[config.mk]
export PLATFORM = sky130hd
export DESIGN_NAME = muldiv_sequencer
export DESIGN_NICKNAME = d
export VERILOG_FILES = /design/src/rtl/muldiv_pkg.sv /design/src/rtl/muldiv_sequencer.sv
export SDC_FILE = /design/constraint.sdc
export NUM_CORES = 1
export LEC_CHECK = 0
export ABC_AREA = 1
export CAP_MARGIN = 0
export CORE_MARGIN = 3
export CORE_UTILIZATION = 40
export DETAILED_ROUTE_END_ITERATION = 6
export SYNTH_ARGS = -nofsm -noshare
export SYNTH_HDL_FRONTEND = slang
export SYNTH_SLANG_ARGS = --single-unit
[constraint.sdc]
create_clock -name clk -period 2.99 [get_ports clk]
set_clock_uncertainty 0.1 [all_clocks]
set_input_delay 0.4485 -clock clk [delete_from_list [all_inputs] [get_ports clk]]
set_output_delay 0.4485 -clock clk [all_outputs]
set_load 0.005 [all_outputs]
[src/rtl/muldiv_pkg.sv]
// Shared types and constants for the iterative RV32M multiply/divide sequencer.
// Funct3 decode helpers classify each op's class and operand signedness.
package muldiv_pkg;

  typedef enum logic [1:0] {
    IDLE = 2'd0,
    CALC = 2'd1,
    FIX  = 2'd2,
    DONE = 2'd3
  } md_state_t;

  localparam logic [2:0] F3_MUL    = 3'b000;
  localparam logic [2:0] F3_MULH   = 3'b001;
  localparam logic [2:0] F3_MULHSU = 3'b010;
  localparam logic [2:0] F3_MULHU  = 3'b011;
  localparam logic [2:0] F3_DIV    = 3'b100;
  localparam logic [2:0] F3_DIVU   = 3'b101;
  localparam logic [2:0] F3_REM    = 3'b110;
  localparam logic [2:0] F3_REMU   = 3'b111;

  localparam logic [6:0] OPC_RTYPE = 7'b0110011;
  localparam logic [6:0] F7_MULDIV = 7'b0000001;

  function automatic logic is_div_op(input logic [2:0] f3);
    return f3[2];
  endfunction

  function automatic logic a_is_signed(input logic [2:0] f3);
    logic s;
    case (f3)
      F3_MULH, F3_MULHSU, F3_DIV, F3_REM: s = 1'b1;
      default:                            s = 1'b0;
    endcase
    return s;
  endfunction

  function automatic logic b_is_signed(input logic [2:0] f3);
    logic s;
    case (f3)
      F3_MULH, F3_DIV, F3_REM: s = 1'b1;
      default:                 s = 1'b0;
    endcase
    return s;
  endfunction

endpackage

[src/rtl/muldiv_sequencer.sv]
// Iterative RV32M multiply/divide unit: shift-add multiply, restoring divide,
// one bit per cycle, with pipeline Stall and a one-cycle Done pulse.
module muldiv_sequencer
  import muldiv_pkg::*;
#(
  parameter  int XLEN  = 32,
  localparam int CNT_W = $clog2(XLEN) + 1
) (
  input  logic            clk,
  input  logic            reset_n,
  input  logic            Start,
  input  logic [2:0]      Funct3,
  input  logic [XLEN-1:0] SrcA,
  input  logic [XLEN-1:0] SrcB,
  input  logic            Flush,
  output logic            Stall,
  output logic            Done,
  output logic [XLEN-1:0] Result
);

  localparam logic [XLEN-1:0] MIN_NEG  = {1'b1, {(XLEN-1){1'b0}}};
  localparam logic [XLEN-1:0] ALL_ONES = {XLEN{1'b1}};

  md_state_t         state_q, state_d;
  logic [CNT_W-1:0]  cnt_q, cnt_d;
  logic [2:0]        f3_q, f3_d;
  logic [XLEN-1:0]   a_q, a_d;
  logic [XLEN-1:0]   b_q, b_d;
  logic [2*XLEN-1:0] prod_q, prod_d;
  logic [XLEN:0]     rem_q, rem_d;
  logic              sign_a_q, sign_a_d;
  logic              sign_b_q, sign_b_d;
  logic [XLEN-1:0]   result_q, result_d;
  logic              done_q, done_d;
  logic              stall_s;

  logic              a_neg_s, b_neg_s;
  logic [XLEN-1:0]   a_mag_s, b_mag_s;
  logic              div_by_zero_s, div_ovf_s;
  logic [XLEN:0]     mul_sum_s;
  logic [XLEN+1:0]   div_diff_s;
  logic [2*XLEN-1:0] prod_fix_s;
  logic [XLEN-1:0]   quo_fix_s, rem_fix_s;

  assign a_neg_s = a_is_signed(Funct3) & SrcA[XLEN-1];
  assign b_neg_s = b_is_signed(Funct3) & SrcB[XLEN-1];
  assign a_mag_s = a_neg_s ? (~SrcA + {{(XLEN-1){1'b0}}, 1'b1}) : SrcA;
  assign b_mag_s = b_neg_s ? (~SrcB + {{(XLEN-1){1'b0}}, 1'b1}) : SrcB;

  assign div_by_zero_s = is_div_op(Funct3) && (SrcB == {XLEN{1'b0}});
  assign div_ovf_s     = ((Funct3 == F3_DIV) || (Funct3 == F3_REM)) &&
                         (SrcA == MIN_NEG) && (SrcB == ALL_ONES);

  // Partial sums for one iteration of each algorithm; the remainder keeps a spare top bit.
  assign mul_sum_s  = {1'b0, prod_q[2*XLEN-1:XLEN]} + {1'b0, a_q};
  assign div_diff_s = {rem_q, prod_q[XLEN-1]} - {2'b00, b_q};

  assign prod_fix_s = (sign_a_q ^ sign_b_q) ? (~prod_q + {{(2*XLEN-1){1'b0}}, 1'b1}) : prod_q;
  assign quo_fix_s  = (sign_a_q ^ sign_b_q) ? (~prod_q[XLEN-1:0] + {{(XLEN-1){1'b0}}, 1'b1})
                                            : prod_q[XLEN-1:0];
  assign rem_fix_s  = sign_a_q ? (~rem_q[XLEN-1:0] + {{(XLEN-1){1'b0}}, 1'b1}) : rem_q[XLEN-1:0];

  // Next-state, datapath update and Stall.
  always_comb begin
    state_d  = state_q;
    cnt_d    = cnt_q;
    f3_d     = f3_q;
    a_d      = a_q;
    b_d      = b_q;
    prod_d   = prod_q;
    rem_d    = rem_q;
    sign_a_d = sign_a_q;
    sign_b_d = sign_b_q;
    result_d = result_q;
    stall_s  = 1'b0;
    case (state_q)
      IDLE: begin
        if (Start && !Flush) begin
          stall_s  = 1'b1;
          f3_d     = Funct3;
          a_d      = a_mag_s;
          b_d      = b_mag_s;
          sign_a_d = a_neg_s;
          sign_b_d = b_neg_s;
          rem_d    = {(XLEN+1){1'b0}};
          prod_d   = {{XLEN{1'b0}}, (is_div_op(Funct3) ? a_mag_s : b_mag_s)};
          if (div_by_zero_s) begin
            state_d  = DONE;
            result_d = Funct3[1] ? SrcA : ALL_ONES;
          end else if (div_ovf_s) begin
            state_d  = DONE;
            result_d = Funct3[1] ? {XLEN{1'b0}} : MIN_NEG;
          end else begin
            state_d = CALC;
            cnt_d   = CNT_W'(XLEN);
          end
        end else begin
          state_d = IDLE;
        end
      end
      CALC: begin
        stall_s = 1'b1;
        if (Flush) begin
          state_d = IDLE;
        end else begin
          cnt_d = cnt_q - {{(CNT_W-1){1'b0}}, 1'b1};
          if (is_div_op(f3_q)) begin
            prod_d = {prod_q[2*XLEN-1:XLEN], prod_q[XLEN-2:0], ~div_diff_s[XLEN+1]};
            if (!div_diff_s[XLEN+1]) begin
              rem_d = div_diff_s[XLEN:0];
            end else begin
              rem_d = {rem_q[XLEN-1:0], prod_q[XLEN-1]};
            end
          end else begin
            if (prod_q[0]) begin
              prod_d = {mul_sum_s, prod_q[XLEN-1:1]};
            end else begin
              prod_d = {1'b0, prod_q[2*XLEN-1:1]};
            end
          end
          if (cnt_q == {{(CNT_W-1){1'b0}}, 1'b1}) begin
            state_d = FIX;
          end else begin
            state_d = CALC;
          end
        end
      end
      FIX: begin
        stall_s = 1'b1;
        if (Flush) begin
          state_d = IDLE;
        end else begin
          state_d = DONE;
          case (f3_q)
            F3_MUL:                       result_d = prod_fix_s[XLEN-1:0];
            F3_MULH, F3_MULHSU, F3_MULHU: result_d = prod_fix_s[2*XLEN-1:XLEN];
            F3_DIV, F3_DIVU:              result_d = quo_fix_s;
            F3_REM, F3_REMU:              result_d = rem_fix_s;
            default:                      result_d = result_q;
          endcase
        end
      end
      DONE: begin
        state_d = IDLE;
      end
      default: begin
        state_d = IDLE;
      end
    endcase
    done_d = (state_d == DONE);
  end

  // State and datapath registers with synchronous active-low reset.
  always_ff @(posedge clk) begin
    if (!reset_n) begin
      state_q  <= IDLE;
      cnt_q    <= {CNT_W{1'b0}};
      f3_q     <= 3'b000;
      a_q      <= {XLEN{1'b0}};
      b_q      <= {XLEN{1'b0}};
      prod_q   <= {(2*XLEN){1'b0}};
      rem_q    <= {(XLEN+1){1'b0}};
      sign_a_q <= 1'b0;
      sign_b_q <= 1'b0;
      result_q <= {XLEN{1'b0}};
      done_q   <= 1'b0;
    end else begin
      state_q  <= state_d;
      cnt_q    <= cnt_d;
      f3_q     <= f3_d;
      a_q      <= a_d;
      b_q      <= b_d;
      prod_q   <= prod_d;
      rem_q    <= rem_d;
      sign_a_q <= sign_a_d;
      sign_b_q <= sign_b_d;
      result_q <= result_d;
      done_q   <= done_d;
    end
  end

  assign Stall  = stall_s;
  assign Done   = done_q;
  assign Result = result_q;

endmodule
==> qor.yml <==
status: "complete, no violations"
drc: 0
cp-start-kind: "flop"
yosysWarnings: 0
cts_num_sinks: 207
drt-vias-per-instance: 5.573
clkTransAtPathRegs_ns: 0.07
gp_congestion: 1.006
hpwl_mm: 73.92
maxSlewHeadroom_pct: 57.89
setup_viol_count_final: 0
nFillCells: 5610
drtIter0Drc: 3345
yosysTopAreaCell: "dfxtp_1"
cp.arrival_ns: 2.27
hold_path.class: "in2reg"
antenna_left: 0
cp_max_fo: 6
reg2reg_depth: 11
synth_compound_area_share_pct: 17.44
synth-adder-area-share_pct: 4.765
power.density_nw_per_um2: 406.6
synthDistinctLibCells: 46
ir_drop_mv: 0.3862
first_pass_iters: 6
yosys.area_share.xor_xnor_pct: 2.516
muxShareOfSynthArea_pct: 0
final_common_cell: "nand2_1"
syn_area_sq_um: 20530
crit_top_cell: "inv_1"
drt-total-wl_mm: 91.69
cts_root_buffer: "clkbuf_16"
postCtsHoldBufs: 0
synth-seq-cells: 207
synth_top_cell_area_share_pct: 20.18
finalPower_w: 0.009653
final.min_clock_period_ns: 2.815
p_leak_nw: 11.62
grt_use_total_pct: 32.86
finalHoldViolations: 0
cts_tree: "yes"
synth_area_per_cell_sq_um: 5.576
synth_top_family_by_area: "simple AND/OR/NAND/NOR gates"
worstSetupPathType: "reg2out"
antenna_found_initial: 2
grt_pass1_vias: 22160
antenna_cells: 0
port_buffers: 104
die_w_microns: 232.6
rows: 82
overflow: 0
whs_path_depth: 3
syn_to_final_growth_pct: 15.62
crit_path_top_delay_cell: "clkdlybuf4s50_1"
grt_pass1_wl_mm: 136.6
h-tree-depth: 1
synthTopCellsByArea: "dfxtp_1, nand2_1, nand3_1"
layout_common_cells: "nand2_1, inv_1, nand3_1"
route.vias.total: 25010
yosys.area_share.simple_pct: 42.44
start_util_pct: 40.68
slew_viol_final: 0
rrSetupSlack_ns: 0.19
worstHoldStart: "reset_n"
layout-drive-gt1-share_pct: 6.186
maxCapViolations: 0
cts_inserted_buffers: 25
grt_max_degree: 124
wl_per_cell_microns: 20.43
clk_latency_ns: 0.58
ys_seq_area_share_pct: 20.18
ys.flop_type: "dfxtp_1"
tns_ns: 0
cts.path.max_buffers: 3
worst_pin_slew_ns: 0.6293
pin_count: 105
rsz0062_at_grt: "false"
cp_data_required_time_ns: 2.44
fp.dieArea_sq_um: 54090
fin_nets: 3947
core_sq_um: 50480
cp_cell_sequence: "inv_1 -> ha_1 -> inv_1 -> nor2_4 -> inv_1 -> a21oi_1 -> clkdlybuf4s50_1"
synth_cells: 3683
slowest_delay_ns: 0.52
synthArstFlopShare_pct: 0
period_share_pct: 94.13
die_y_microns: 232.6
synth_enable_flop_cells: 0
fmax_ghz: 0.3553
synthesis.nets: 3831
endpoint_kind: "primary output"
r2r-start: "rem_q[0]$_SDFFE_PN0P_"
setup.worst_path.start: "state_q[0]$_SDFF_PN0_"
## critical path: cells and delay by family, from the launching register on
family | cells | cell delay (ns)
buffers and inverters | 4 | 0.84
adder cells (fa/ha/maj) | 1 | 0.26
AND/OR/NAND/NOR | 1 | 0.16
flip-flops | 1 | 0.33
AO/OA/AOI/OAI | 1 | 0.12
## cell usage after synthesis, types with 6 or more instances
library cell  instances
a21oi_1             312
a221oi_1             31
and2_1                8
buf_1                 6
buf_2                44
buf_6                 9
clkbuf_1             79
dfxtp_1             207
ha_1                 75
inv_1               502
inv_2                12
nand2_1            1009
nand2_2               9
nand3_1             446
nand3_2               7
nand3b_1             20
nand4_1              60
nor2_1              414
nor2_2               15
nor3_1               32
o211ai_1             70
o21ai_0             178
o21ai_1              14
o21bai_1             12
or2_2                 8
xnor2_1              18
xor2_1               41
## final timing paths
check                            endpoint
setup / recovery                    Stall
hold / removal      cnt_q[3]$_SDFFE_PN0P_
setup reg to reg  Result[14]$_SDFFE_PN0P_
hold reg to reg     cnt_q[5]$_SDFFE_PN0P_
## routing by layer
layer  track usage, %  wire [microns]
met3            6.978            9684
met4            8.680            2761
met5                0              46
met1            48.31           41850
met2            48.20           37350
## timing repair
action / CTS / global route
setup buffers: 0 / 0
endpoints found under the setup margin: 0 / 1
endpoints found under the hold margin: 0 / 0
resized for setup: 0 / 1
## state kept, by name, summed over array words and instances, names as in the netlist
signal	flops
cnt_q	6
a_q	32
prod_q	64
rem_q	33
sign_a_q	1
f3_q	3
state_q	2
Done	1
Result	32
sign_b_q	1
b_q	32
## cells by family after synthesis
logic type	count (synthesis)
fa+ha+maj	77
compound gates	639
flops	207
xor+xnor	59
simple gates	2045
buf+inv	656
## report_power, final
part / internal [W] / total (W) / switching (W)
registers: 0.00291 / 0.00313 / 0.000223
logic: 0.000985 / 0.00308 / 0.00209
clock network: 0.00208 / 0.00344 / 0.00136
total: 0.00597 / 0.00965 / 0.00368
## layout make-up
cell class / instances / area [sq um] / area share, %
Inverter: 514 / 1929 / 8.126
Sequential cell: 207 / 4144 / 17.45
Timing Repair Buffer: 231 / 2117 / 8.917
Tap cell: 672 / 840.8 / 3.542
Clock inverter: 9 / 167.7 / 0.7062
Multi-Input combinational cell: 2820 / 13800 / 58.14
Clock buffer: 34 / 739.5 / 3.115
## through the flow
stage	hold WS (ns)	util [%]	cell area [sq um]	setup slack [ns]	std cells
4_1_cts	0.2621	47.03	23740	0.1563	4487
3_5_place_dp	0.3786	45.24	22830	0.1234	4444
2_1_floorplan	0.3542	-	20530	0.6287	3683
6_report	0.2850	47.03	23740	0.1754	4487
5_1_grt	0.2965	47.03	23740	0.05256	4487
3_3_place_gp	0.3831	45.24	22830	0.1230	4444
(Power assumes the default switching activity.)
